`src/rtl/typedef_collection.sv`:
```
// Shared types for the memory path: word size, memory command flags and the
// arbiter's response-pipeline stage record.
package typedef_collection;

    localparam int REGSIZE = 16;

    typedef logic [REGSIZE-1:0] DEFAULT_TYPE;

    typedef enum logic [1:0] {
        MEMORY_STAY  = 2'b00,
        MEMORY_READ  = 2'b01,
        MEMORY_WRITE = 2'b10
    } MEMORY_FLAG_TYPE;

    typedef enum logic {
        OWNER_CPU  = 1'b0,
        OWNER_HOST = 1'b1
    } OWNER_TYPE;

    typedef struct packed {
        logic      valid;
        OWNER_TYPE owner;
    } ARB_STAGE_TYPE;

    function automatic MEMORY_FLAG_TYPE host_flag(input logic write);
        return write ? MEMORY_WRITE : MEMORY_READ;
    endfunction

endpackage

```
`src/rtl/memory_arbiter_grant.sv`:
```
// Combinational grant decision between the CPU and host requesters.
// Build option MEMORY_ARBITER_ROUND_ROBIN_EN: break ties against the last winner.
module memory_arbiter_grant
    import typedef_collection::*;
(
    input  logic      i_cpu_req,
    input  logic      i_host_req,
`ifdef MEMORY_ARBITER_ROUND_ROBIN_EN
    input  OWNER_TYPE i_last_grant,
`endif
    output logic      o_cpu_ready,
    output logic      o_host_ready
);

    always_comb begin
        // NOTE: every output gets a default first so no path can infer a latch.
        o_cpu_ready  = 1'b0;
        o_host_ready = 1'b0;
`ifdef MEMORY_ARBITER_ROUND_ROBIN_EN
        if (i_cpu_req && i_host_req) begin
            o_cpu_ready  = (i_last_grant == OWNER_HOST);
            o_host_ready = (i_last_grant == OWNER_CPU);
        end else begin
            o_cpu_ready  = i_cpu_req;
            o_host_ready = i_host_req;
        end
`else
        o_cpu_ready  = i_cpu_req;
        o_host_ready = i_host_req && !i_cpu_req;
`endif
    end

endmodule

```
`src/rtl/memory_arbiter.sv`:
```
// Shares the memory_unit port between the CPU and the host/loader port.
// Build option MEMORY_ARBITER_ROUND_ROBIN_EN selects round-robin tie-breaking.
module memory_arbiter
    import typedef_collection::*;
#(
    parameter int RESP_LATENCY = 2
) (
    input  logic            CLOCK,
    input  logic            RESET,
    input  MEMORY_FLAG_TYPE cpu_rw_flag,
    input  DEFAULT_TYPE     cpu_address,
    input  DEFAULT_TYPE     cpu_write_value,
    output logic            cpu_ready,
    output DEFAULT_TYPE     cpu_read_value,
    output logic            cpu_read_valid,
    input  logic            host_valid,
    input  logic            host_write,
    input  DEFAULT_TYPE     host_address,
    input  DEFAULT_TYPE     host_write_value,
    output logic            host_ready,
    output DEFAULT_TYPE     host_read_value,
    output logic            host_read_valid,
    output MEMORY_FLAG_TYPE mem_rw_flag,
    output DEFAULT_TYPE     mem_address,
    output DEFAULT_TYPE     mem_write_value,
    input  DEFAULT_TYPE     mem_read_value
);

    if (RESP_LATENCY != 2) begin : g_latency_check
        $error("memory_arbiter supports RESP_LATENCY = 2 only");
    end

    logic            w_cpu_req;
    logic            w_host_req;
    logic            w_cpu_grant;
    logic            w_host_grant;
    logic            w_grant_read;
    logic            w_cpu_resp;
    logic            w_host_resp;

    MEMORY_FLAG_TYPE r_mem_rw_flag;
    DEFAULT_TYPE     r_mem_address;
    DEFAULT_TYPE     r_mem_write_value;
    ARB_STAGE_TYPE   r_stage1;
    logic            r_cpu_read_valid;
    logic            r_host_read_valid;
    DEFAULT_TYPE     r_cpu_read_value;
    DEFAULT_TYPE     r_host_read_value;
`ifdef MEMORY_ARBITER_ROUND_ROBIN_EN
    OWNER_TYPE       r_last_grant;
`endif

    assign w_cpu_req  = (cpu_rw_flag != MEMORY_STAY);
    assign w_host_req = host_valid;

    memory_arbiter_grant u_grant (
        .i_cpu_req    (w_cpu_req),
        .i_host_req   (w_host_req),
`ifdef MEMORY_ARBITER_ROUND_ROBIN_EN
        .i_last_grant (r_last_grant),
`endif
        .o_cpu_ready  (w_cpu_grant),
        .o_host_ready (w_host_grant)
    );

    // A grant in a reset cycle is discarded, so the requester must not see it.
    assign cpu_ready  = w_cpu_grant && !RESET;
    assign host_ready = w_host_grant && !RESET;

    assign w_grant_read = (w_cpu_grant && (cpu_rw_flag == MEMORY_READ)) ||
                          (w_host_grant && !host_write);
    assign w_cpu_resp   = r_stage1.valid && (r_stage1.owner == OWNER_CPU);
    assign w_host_resp  = r_stage1.valid && (r_stage1.owner == OWNER_HOST);

    // The read_valid/read_value registers act as the second response stage:
    // memory_unit returns data combinationally from the issued address.
    always_ff @(posedge CLOCK) begin
        // NOTE: sequential state uses non-blocking assignments only.
        if (RESET) begin
            r_mem_rw_flag     <= MEMORY_STAY;
            r_mem_address     <= '0;
            r_mem_write_value <= '0;
            r_stage1          <= '{valid: 1'b0, owner: OWNER_CPU};
            r_cpu_read_valid  <= 1'b0;
            r_host_read_valid <= 1'b0;
            r_cpu_read_value  <= '0;
            r_host_read_value <= '0;
`ifdef MEMORY_ARBITER_ROUND_ROBIN_EN
            r_last_grant      <= OWNER_HOST;
`endif
        end else begin
            if (w_cpu_grant) begin
                r_mem_rw_flag     <= cpu_rw_flag;
                r_mem_address     <= cpu_address;
                r_mem_write_value <= cpu_write_value;
            end else if (w_host_grant) begin
                r_mem_rw_flag     <= host_flag(host_write);
                r_mem_address     <= host_address;
                r_mem_write_value <= host_write_value;
            end else begin
                r_mem_rw_flag     <= MEMORY_STAY;
            end

            r_stage1.valid <= w_grant_read;
            r_stage1.owner <= w_cpu_grant ? OWNER_CPU : OWNER_HOST;

            r_cpu_read_valid  <= w_cpu_resp;
            r_host_read_valid <= w_host_resp;
            if (w_cpu_resp) begin
                r_cpu_read_value <= mem_read_value;
            end
            if (w_host_resp) begin
                r_host_read_value <= mem_read_value;
            end
`ifdef MEMORY_ARBITER_ROUND_ROBIN_EN
            if (w_cpu_grant) begin
                r_last_grant <= OWNER_CPU;
            end else if (w_host_grant) begin
                r_last_grant <= OWNER_HOST;
            end
`endif
        end
    end

    assign mem_rw_flag     = r_mem_rw_flag;
    assign mem_address     = r_mem_address;
    assign mem_write_value = r_mem_write_value;
    assign cpu_read_valid  = r_cpu_read_valid;
    assign cpu_read_value  = r_cpu_read_value;
    assign host_read_valid = r_host_read_valid;
    assign host_read_value = r_host_read_value;

endmodule

```
`config.mk`:
```
export PLATFORM = sky130hd
export DESIGN_NAME = memory_arbiter
export DESIGN_NICKNAME = d
export VERILOG_FILES = /design/src/rtl/typedef_collection.sv /design/src/rtl/memory_arbiter_grant.sv /design/src/rtl/memory_arbiter.sv
export SDC_FILE = /design/constraint.sdc
export NUM_CORES = 1
export LEC_CHECK = 0
export BUFFER_PORTS_ARGS = -buffer_cell sky130_fd_sc_hd__buf_2
export CAP_MARGIN = 15
export CELL_PAD_IN_SITES_DETAIL_PLACEMENT = 0
export CELL_PAD_IN_SITES_GLOBAL_PLACEMENT = 2
export CORE_MARGIN = 1.5
export CORE_UTILIZATION = 22
export DETAILED_ROUTE_END_ITERATION = 6
export GPL_ROUTABILITY_DRIVEN = 0
export PLACE_DENSITY_LB_ADDON = 0.1
export SLEW_MARGIN = 20
export SYNTH_ARGS = -nofsm -noshare
export SYNTH_HDL_FRONTEND = slang
export SYNTH_SLANG_ARGS = --single-unit
```
`constraint.sdc`:
```
create_clock -name CLOCK -period 0.9 [get_ports CLOCK]
set_input_delay 0.09 -clock CLOCK [delete_from_list [all_inputs] [get_ports CLOCK]]
set_output_delay 0.09 -clock CLOCK [all_outputs]
set_load 0.01 [all_outputs]
```
==> results.toml <==
[status]
failed_checks = "setup timing"
status = "finished, violations left"

[run]
max-cap-violations = 0

[cts]
root_buffer = "clkbuf_16"
clock_sinks = 70
cts.clk_slew.worst_paths_ns = 0.06
htree_levels = 3
cts_tree = "yes"
insertion_delay_ns = 0.33
clk_path_buf_depth = 2
cts_buffers = 9

[setup_path]
crit_fanout = 16
critPathArrivalTime_ns = 1.20
crit_path_start_kind = "register"
critPathSlowestCell = "dfxtp_4"
required_ns = 1.17
crit_type = "register to register"
r2r_slack_ns = -0.03
crit_family = "flip-flops"
rr_startpoint = "r_stage1[1]"
path_buf_inv = 1
r2r_end = "cpu_read_value[9]"
slowest_delay_ns = 0.37
end_kind = "register"
crit_chain = "nor2b_4 -> buf_12 -> nand2_1 -> a21oi_1"
worstRegToRegCells = 4

[global_routing]
grt_pass1_vias = 2810
grt_pass1_wl_microns = 14700
grt_most_used_layer = "met2"
antenna_found_initial = 0
gr-total-overflow = 0
grt_max_degree = 22
grt_usage = 0.1384
use_met2 = 0.2316
use_met1 = 0.1504
grt_use_met3 = 0.07782

[timing]
finalHoldViolCount = 0
worstMarginPinSlew_ns = 0.2617
rsz0062_at_grt = "true"
max_freq_ghz = 1.072
maxSlewHeadroom = 0.8256
min_period_ns = 0.9331
drv_slew = 0
period_share = 1.037
tns_ns = -0.3250
finalSetupViolCount = 25
layout_setup_ws_ns = -0.03310
final.setup_skew_ns = 0.003775

[finish]
area_delta_synth_final_pct = 75.29
antenna_cells = 0
nets = 575
seqCellArea_sq_um = 1489
drive_gt1_frac = 0.6417
multi_input_area_sq_um = 1409
fillCellCount = 1345

[pwr]
p_int_mw = 6.225
vdd_drop_max_uv = 1131
p_leak_nw = 2.196
total_power_mw = 8.284
clockPowerShare = 0.433
combPwrFrac = 0.158
seq_power_share = 0.408
p_per_area_nw_per_um2 = 1640
swShare = 0.2485
netSwitchingPower_mw = 2.059

[detailed_routing]
num_vias = 2809
firstDrtPassIters = 4
viasPerCell = 4.218
drt-total-wl_microns = 9372
route.detailed.drc = 0
ant_nets = 0
dr.first_iter.drc_count = 75
wire_per_inst_microns = 14.07

[placed_design]
dp_hpwl_microns = 6314
port_buffers = 155
place_ws_ns = -0.1105

[floorplanning]
io_pins = 156
start_util = 0.2265
die_w_microns = 117.4
die_h_microns = 117.4
fp.coreArea_sq_um = 12720
die_area_sq_um = 13790
placementRows = 41

[min_path]
min_from = "host_write"
hold_depth = 3
hold_end = "mem_rw_flag[1]"
hold_path_class = "input port to register"

[yosys]
synthCells = 306
yosysSeqAreaShare = 0.4863
synth_cell_types = 20
yosysWarnings = 0
synth_area_sq_um = 2882
synth-seq-cells = 70
synth.avg_cell_area_sq_um = 9.417
synthesis.nets = 392
-- cell type report --
type,instances,area share
Timing Repair Buffer,198,0.3225
Sequential cell,70,0.2948
Multi-Input combinational cell,208,0.2789
Clock buffer,11,0.04806
Tap cell,172,0.04261
Clock inverter,5,0.01164
Inverter,2,0.001486
-- cell usage in the layout, fill, tap and decap left out, drive strengths merged, types with 2 or more instances in the layout --
| master | netlist | final |
|---|---|---|
| buf | 19 | 181 |
| dfxtp | 70 | 70 |
| nand2 | 65 | 65 |
| nor2 | 37 | 37 |
| a21oi | 34 | 34 |
| mux2i | 32 | 32 |
| a211oi | 32 | 32 |
| dlygate4sd3 | 0 | 16 |
| clkbuf | 7 | 11 |
| inv | 2 | 2 |
| clkinvlp | 0 | 2 |
| nor3 | 2 | 2 |
| and2 | 2 | 2 |
| clkinv | 0 | 2 |
-- per-layer routing --
metal	part of all wire	up-vias
met1	0.41	1307
met4	0.010	0
li1	-	1403
met2	0.49	93
met3	0.090	6
met5	0	-
-- logic make-up (layout without fill, tap and decap cells) --
| kind of cell | count (synthesis) | count (layout) | share of synthesized area |
|---|---|---|---|
| AOI/OAI and AO/OA | 67 | 67 | 0.1845 |
| buffers and inverters | 28 | 216 | 0.06947 |
| DFF | 70 | 70 | 0.4863 |
| muxes | 32 | 32 | 0.1112 |
| and+or+nand+nor | 109 | 109 | 0.1485 |
-- cell usage after synthesis, drive strengths merged --
cell type	number	area share
dfxtp	70	0.49
nand2	65	0.085
nor2	37	0.049
a21oi	34	0.059
a211oi	32	0.12
mux2i	32	0.11
buf	19	0.058
clkbuf	7	0.0091
and2	2	0.0043
inv	2	0.0026
nor3	2	0.0035
a31oi	1	0.0022
nand2b	1	0.0022
nand3b	1	0.0026
nor2b	1	0.0022
-- how the worst max path moves through the flow --
stage | start | endpoint | slack (ns) | cells after the start
final | r_stage1[1] | cpu_read_value[9] | -0.03 | 4
after global routing | r_stage1[1] | cpu_read_value[1] | -0.11 | 4
after CTS | r_stage1[1] | cpu_read_value[13] | -0.04 | 4
after detailed placement | cpu_rw_flag[0] | mem_write_value[10] | -0.11 | 5
after global placement | cpu_rw_flag[0] | host_ready | -0.07 | 5
after floorplan | r_stage1[1] | host_read_value[10] | -0.03 | 5
-- power groups by stage --
stage	Clock, mW	Combinational (mW)	Sequential (mW)
after global placement	0	1.05	3.39
after CTS	3.76	1.20	3.35
final	3.59	1.31	3.38
after floorplan	0	0.506	3.46
after global routing	3.91	1.43	3.40
after detailed placement	0	1.06	3.39
-- timing repair --
action	in CTS	in global routing
pin swaps	4	6
hold endpoints to repair	30	0
buffers inserted	1	6
hold buffers	16	0
endpoints found under the setup margin	77	94
gates resized for setup	71	96
gates cloned	1	0
-- worst register-to-register path: stages, from the launching register on --
cell     delay [ns]
dfxtp_4        0.37
nor2b_4        0.16
buf_12         0.15
nand2_1        0.07
a21oi_1        0.11
-- metrics by stage --
stage / util / instances / hold slack (ns) / cell area (sq um)
floorplan: - / 306 / 0.1618 / 2907
global placement: 0.3084 / 627 / 0.3480 / 3924
detailed placement: 0.3084 / 627 / 0.3476 / 3924
CTS: 0.3633 / 661 / 0.002806 / 4622
global route: 0.3970 / 666 / 0.01916 / 5051
finish: 0.3970 / 666 / 0.02051 / 5051
-- sequential cells by signal, indices dropped and copies added (netlist names) --
register	flops
mem_rw_flag	2
mem_address	16
host_read_value	16
cpu_read_valid	1
mem_write_value	16
host_read_valid	1
r_stage1	2
cpu_read_value	16
Power figures use the tool's default switching activity.
